<file path="config.mk">
export PLATFORM = sky130hd
export DESIGN_NAME = pipe_slice
export DESIGN_NICKNAME = d
export VERILOG_FILES = /design/src/rtl/pipe_slice_pkg.sv /design/src/rtl/pipe_slice_ctrl.sv /design/src/rtl/pipe_slice.sv
export SDC_FILE = /design/constraint.sdc
export NUM_CORES = 1
export LEC_CHECK = 0
export ABC_AREA = 1
export CORE_AREA = 8 8 75 125
export DETAILED_ROUTE_END_ITERATION = 7
export DIE_AREA = 0 0 83 133
export DONT_BUFFER_PORTS = 1
export PLACE_DENSITY_LB_ADDON = 0.05
export SYNTH_ARGS = -nofsm -noshare
export SYNTH_HDL_FRONTEND = slang
export SYNTH_SLANG_ARGS = --single-unit
</file>
<file path="constraint.sdc">
create_clock -name clk_i -period 3.3 [get_ports clk_i]
set_input_delay 0.66 -clock clk_i [delete_from_list [all_inputs] [get_ports clk_i]]
set_output_delay 0.66 -clock clk_i [all_outputs]
set_load 0.02 [all_outputs]
</file>
<file path="src/rtl/pipe_slice_pkg.sv">
`default_nettype none
// +--------------------------------------------------------------------------+
// | Module      : pipe_slice_pkg                                             |
// | Description : Shared definitions for the pipeline stage slice: mode      |
// |               selectors, slice state encoding and stage payload widths.  |
// | Revision    : 1.0 - initial release                                      |
// +--------------------------------------------------------------------------+
package pipe_slice_pkg;

    // Slice operating modes
    localparam int unsigned PIPE_MODE_REG  = 0;   // single entry, combinational ready
    localparam int unsigned PIPE_MODE_SKID = 1;   // main + skid entry, registered ready

    // Slice state; the encoding doubles as the occupancy count
    localparam logic [1:0] ST_EMPTY = 2'd0;
    localparam logic [1:0] ST_ONE   = 2'd1;
    localparam logic [1:0] ST_TWO   = 2'd2;

    // Per-stage bus widths used to size the stage payload vectors
    localparam int unsigned INSTR_W  = 32;
    localparam int unsigned PC_W     = 32;
    localparam int unsigned OPINFO_W = 8;
    localparam int unsigned ALU_W    = 4;
    localparam int unsigned BRANCH_W = 3;
    localparam int unsigned SYS_W    = 3;
    localparam int unsigned REG_W    = 15;  // rs1, rs2, rd indices
    localparam int unsigned IMM_W    = 32;
    localparam int unsigned MASK_W   = 4;

    // Packed payload widths for the stage-pair wrappers
    localparam int unsigned IF_ID_W = INSTR_W + PC_W;
    localparam int unsigned ID_EX_W = OPINFO_W + ALU_W + BRANCH_W + SYS_W
                                    + REG_W + IMM_W + MASK_W + PC_W;

endpackage : pipe_slice_pkg
`default_nettype wire

</file>
<file path="src/rtl/pipe_slice_ctrl.sv">
`default_nettype none
// +--------------------------------------------------------------------------+
// | Module      : pipe_slice_ctrl                                            |
// | Description : Valid/state FSM of the pipeline slice. Generates upstream  |
// |               ready, downstream valid, occupancy, flush handling and the |
// |               load strobes for the data registers held in the parent.    |
// | Revision    : 1.0 - initial release                                      |
// +--------------------------------------------------------------------------+
module pipe_slice_ctrl
    import pipe_slice_pkg::*;
#(
    parameter int unsigned MODE     = PIPE_MODE_REG,
    parameter bit          FLUSH_EN = 1'b1
) (
    input  logic       clk_i,
    input  logic       rst_i,
    input  logic       in_valid_i,
    input  logic       out_ready_i,
    input  logic       flush_i,
    output logic       in_ready_o,
    output logic       out_valid_o,
    output logic [1:0] occ_o,
    output logic       load_main_o,
    output logic       main_from_skid_o,
    output logic       load_skid_o
);

    logic [1:0] r_state;
    logic [1:0] w_state_nxt;
    logic       w_flush;
    logic       w_in_ready;
    logic       w_out_valid;
    logic       w_accept;
    logic       w_emit;

    generate
        if (FLUSH_EN) begin : g_flush_on
            assign w_flush = flush_i;
        end else begin : g_flush_off
            logic w_flush_unused;
            assign w_flush_unused = flush_i;
            assign w_flush        = 1'b0;
        end
    endgenerate

    assign w_out_valid = (r_state != ST_EMPTY);
    assign w_accept    = in_valid_i && w_in_ready;
    assign w_emit      = w_out_valid && out_ready_i;

    // Upstream ready: registered in skid mode, combinational in register mode
    generate
        if (MODE == PIPE_MODE_SKID) begin : g_ready_reg
            logic r_in_ready;
            // Ready flop tracks "next state is not TWO" so it never depends on out_ready_i
            always_ff @(posedge clk_i or posedge rst_i) begin
                if (rst_i) begin
                    r_in_ready <= 1'b1;
                end else begin
                    r_in_ready <= (w_state_nxt != ST_TWO);
                end
            end
            assign w_in_ready = r_in_ready;
        end else begin : g_ready_comb
            assign w_in_ready = (r_state == ST_EMPTY) || out_ready_i;
        end
    endgenerate

    // State register
    always_ff @(posedge clk_i or posedge rst_i) begin
        if (rst_i) begin
            r_state <= ST_EMPTY;
        end else begin
            r_state <= w_state_nxt;
        end
    end

    // Next-state logic; flush overrides every accept/emit update
    always_comb begin
        w_state_nxt = r_state;
        if (w_flush) begin
            w_state_nxt = ST_EMPTY;
        end else if (MODE == PIPE_MODE_SKID) begin
            case (r_state)
                ST_EMPTY: if (w_accept) w_state_nxt = ST_ONE;
                ST_ONE: begin
                    if (w_accept && !w_emit) begin
                        w_state_nxt = ST_TWO;
                    end else if (!w_accept && w_emit) begin
                        w_state_nxt = ST_EMPTY;
                    end
                end
                ST_TWO:   if (w_emit) w_state_nxt = ST_ONE;
                default:  w_state_nxt = ST_EMPTY;
            endcase
        end else begin
            if (w_accept) begin
                w_state_nxt = ST_ONE;
            end else if (w_emit) begin
                w_state_nxt = ST_EMPTY;
            end
        end
    end

    // Outputs and data-register load strobes; flushed payloads are never loaded
    always_comb begin
        in_ready_o       = w_in_ready;
        out_valid_o      = w_out_valid;
        occ_o            = r_state;
        load_main_o      = 1'b0;
        load_skid_o      = 1'b0;
        main_from_skid_o = 1'b0;
        if (MODE == PIPE_MODE_SKID) begin
            // In TWO no accept is possible, so main only ever refills from skid
            main_from_skid_o = (r_state == ST_TWO);
            if (!w_flush) begin
                load_main_o = (w_accept && ((r_state != ST_ONE) || w_emit))
                           || ((r_state == ST_TWO) && w_emit);
                load_skid_o = w_accept && (r_state == ST_ONE) && !w_emit;
            end
        end else begin
            load_main_o = w_accept && !w_flush;
        end
    end

endmodule : pipe_slice_ctrl
`default_nettype wire

</file>
<file path="src/rtl/pipe_slice.sv">
`default_nettype none
// +--------------------------------------------------------------------------+
// | Module      : pipe_slice                                                 |
// | Description : Parametrised valid/ready pipeline stage register with      |
// |               single-entry or 2-entry skid mode, flush and occupancy.    |
// | Revision    : 1.0 - initial release                                      |
// +--------------------------------------------------------------------------+
module pipe_slice
    import pipe_slice_pkg::*;
#(
    parameter int unsigned DATA_W   = 64,
    parameter int unsigned MODE     = PIPE_MODE_REG,
    parameter bit          FLUSH_EN = 1'b1
) (
    input  logic              clk_i,
    input  logic              rst_i,
    input  logic              in_valid_i,
    output logic              in_ready_o,
    input  logic [DATA_W-1:0] in_data_i,
    input  logic              flush_i,
    output logic              out_valid_o,
    input  logic              out_ready_i,
    output logic [DATA_W-1:0] out_data_o,
    output logic [1:0]        occ_o
);

    logic              w_load_main;
    logic              w_main_from_skid;
    logic              w_load_skid;
    logic [DATA_W-1:0] r_main;
    logic [DATA_W-1:0] r_skid;

    pipe_slice_ctrl #(
        .MODE     (MODE),
        .FLUSH_EN (FLUSH_EN)
    ) u_ctrl (
        .clk_i            (clk_i),
        .rst_i            (rst_i),
        .in_valid_i       (in_valid_i),
        .out_ready_i      (out_ready_i),
        .flush_i          (flush_i),
        .in_ready_o       (in_ready_o),
        .out_valid_o      (out_valid_o),
        .occ_o            (occ_o),
        .load_main_o      (w_load_main),
        .main_from_skid_o (w_main_from_skid),
        .load_skid_o      (w_load_skid)
    );

    // Main entry: always the head of the queue and the downstream payload
    always_ff @(posedge clk_i or posedge rst_i) begin
        if (rst_i) begin
            r_main <= '0;
        end else if (w_load_main) begin
            r_main <= w_main_from_skid ? r_skid : in_data_i;
        end
    end

    // Skid entry: catches the payload accepted while main is stalled (stays 0 in register mode)
    always_ff @(posedge clk_i or posedge rst_i) begin
        if (rst_i) begin
            r_skid <= '0;
        end else if (w_load_skid) begin
            r_skid <= in_data_i;
        end
    end

    assign out_data_o = r_main;

endmodule : pipe_slice
`default_nettype wire
</file>
==> results.tsv <==
metric	value	unit
Least-Margin Pin Slew	0.8632	ns
most common cell after layout, fill and taps aside	nand2_1	
synthesized-area fraction occupied by adder cells	0	
Chip Height	133	um
clock root cell	clkbuf_16	
final cell utilization of the core	0.4089	
Compound-Gate Fraction of Synth Area	0.001688	
Clock Sinks	65	
routed vias/inst	4.992	
post-layout min period	1.996	ns
multi-input logic area	1028	sq um
Yosys top cell area share	0.5485	
clock skew	0.003026	ns
critical path's slowest cell	dfrtp_1	
final wirelength	7.433	mm
WS Path Type	flip-flop to output port	
internal power	1.617	mW
CP arrival	1.34	ns
postcts setup bufs	0	
Die Wd	83	um
wire length per cell	19.93	um
Num CTS Buffers	9	
Pins Over Slew Limit	0	
first-pass GRT wire length	11.65	mm
count of final setup violators	0	
worst path buffer plus inverter count	0	
Post-DRT Antenna Nets	0	
area grow syn2layout	5.063	%
syn nets	356	
maximum root-to-sink buffer count	2	
Diodes inserted	0	
Pwr per Cell Area	737.2	nW/um^2
drt drc	0	
VDD IR-drop max	306.1	uV
RePlAce Congestion	0.6989	
Static Leak	1.587	nW
initial antenna violation count	0	
delay-heaviest family, CP	flip-flops	
Seq/Total Area, Yosys	0.5485	
Worst-path clk slew	0.05	ns
# fillers	769	
status	finished, final reports clean	
post-DP HPWL	5.032	mm
most frequent cells in the layout	nand2_1, dfrtp_1, nand3_2	
die area	11040	sq um
mux share of post-synthesis cell area	0	
initial detailed-routing violation count	92	
number of placed I/O pins	137	
clk_lat worst skew	0.33	ns
Core Area	7620	sq um
row cnt	42	
worst path required time	2.64	ns
CP Capture Type	output port	
port bufs	0	
Max FO, Critical Path	29	
average size of a mapped cell	10.33	sq um
clock share of power	0.422	
crit share post-route	0.6048	
Critical Path Source Type	flip-flop	
CTS H-tree lvls	3	
largest net degree at the start of global routing	65	
Mapped Area	2965	sq um
largest family of logic cells by synthesized area	simple AND/OR/NAND/NOR gates	
FF-to-FF setup slack	1.36	ns
post-cts gate resize count	0	
drt first pass iters	4	
worst min path class	input port to asynchronous set/reset pin	
sw power	0.6804	mW
GRT overflow	0	
vias in the first global route	1931	
Mapped Cells	287	
gr usage total	0.1355	
Hold Violations, Final	0	
layout cell share with drive strength beyond 1	0.2140	
CTS Hold Bufs	0	
sequential power share	0.501	
Starting Density	0.3892	
Max transition margin	0.4245	
YS warnings	0	
RSZ-0062 raised after global routing	false	
Register Area	1627	sq um
switching share of power	0.2962	
combinational share of power	0.077	
#FFs+latches synth	65	
TNS Setup	0	ns
fmax	501.1	MHz
max incr delay on CP	0.55	ns
largest area contributor in the netlist	dfrtp_1	
synth unique cells	15	
number of max-cap violations	0	
Cell Chain, Critical Path	nand2_4	
vias	1862	
CTS tree	yes	
Synth Area in Simple Gates	0.3439	
Post-Synth XOR/XNOR Area	0	
layout net count	349	
synth top area cells	dfrtp_1, nand2_1, nand3_2	
[path summary, 6_finish.rpt]
path                       cells past startpoint              end       startpoint
max                                            1       in_ready_o  u_ctrl.occ_o[0]
min                                            1   out_data_o[19]            rst_i
max reg2reg                                    4   out_data_o[36]  u_ctrl.occ_o[0]
min reg2reg                                    2   out_data_o[57]   out_data_o[57]
max in group asynchronous                      2   out_data_o[27]            rst_i
min in group clk_i                             1  u_ctrl.occ_o[0]          flush_i
[routing by layer]
layer / vias to the layer above / global-route usage / share of wire
met5: - / 0 / 0
met4: 0 / 0.05894 / 0.010
met3: 6 / 0.06331 / 0.085
met2: 83 / 0.2145 / 0.52
met1: 877 / 0.1512 / 0.39
li1: 896 / - / -
[cells in the mapped netlist]
library cell	instances
nor2_4	1
a21oi_1	1
inv_2	2
nand3_1	27
conb_1	1
nand2_4	2
buf_4	2
dfrtp_1	65
buf_6	12
buf_12	6
nand2_1	128
inv_1	1
buf_8	1
clkbuf_8	1
nand3_2	37
[layout make-up]
class                           count  area share
Sequential cell                    65      0.5221
Multi-Input combinational cell    197      0.3301
Clock buffer                       14     0.08795
Tap cell                           88     0.03534
Clock inverter                      2     0.01124
Timing Repair Buffer                4    0.009639
Inverter                            3    0.003614
[cell families (layout without fill, tap and decap cells)]
| logic type | after synthesis | after routing |
|---|---|---|
| compound gates | 1 | 1 |
| buf+inv | 25 | 23 |
| other cells | 1 | 1 |
| flops | 65 | 65 |
| simple gates | 195 | 195 |
[worst register-to-register path, cell delays in order (launching register included)]
cell and delay (ns):
dfrtp_1 0.62, nand2_4 0.38, nand2_4 0.65, nand2_1 0.14, nand2_1 0.09
[registers in the layout, summed over array words and instances (netlist names)]
signal,count
out_data_o,64
u_ctrl.occ_o,1
[per-stage QoR]
step	total power [mW]	setup slack, ns	hold WS [ns]	area [sq um]	cells
6_report	2.297	1.304	0.3830	3115	373
4_1_cts	2.341	1.277	0.3838	3115	373
2_1_floorplan	1.313	1.014	0.5767	2965	287
3_3_place_gp	1.348	1.336	0.6059	2806	357
3_5_place_dp	1.355	1.303	0.6110	2806	357
5_1_grt	2.403	1.163	0.3825	3115	373
[power groups by stage]
stage	Sequential [mW]	Combinational, mW	Clock [mW]
6_report	1.15	0.177	0.969
4_1_cts	1.16	0.184	0.999
3_5_place_dp	1.17	0.184	0
5_1_grt	1.17	0.212	1.02
2_1_floorplan	1.13	0.184	0
3_3_place_gp	1.17	0.177	0
(Power assumes the default switching activity.)
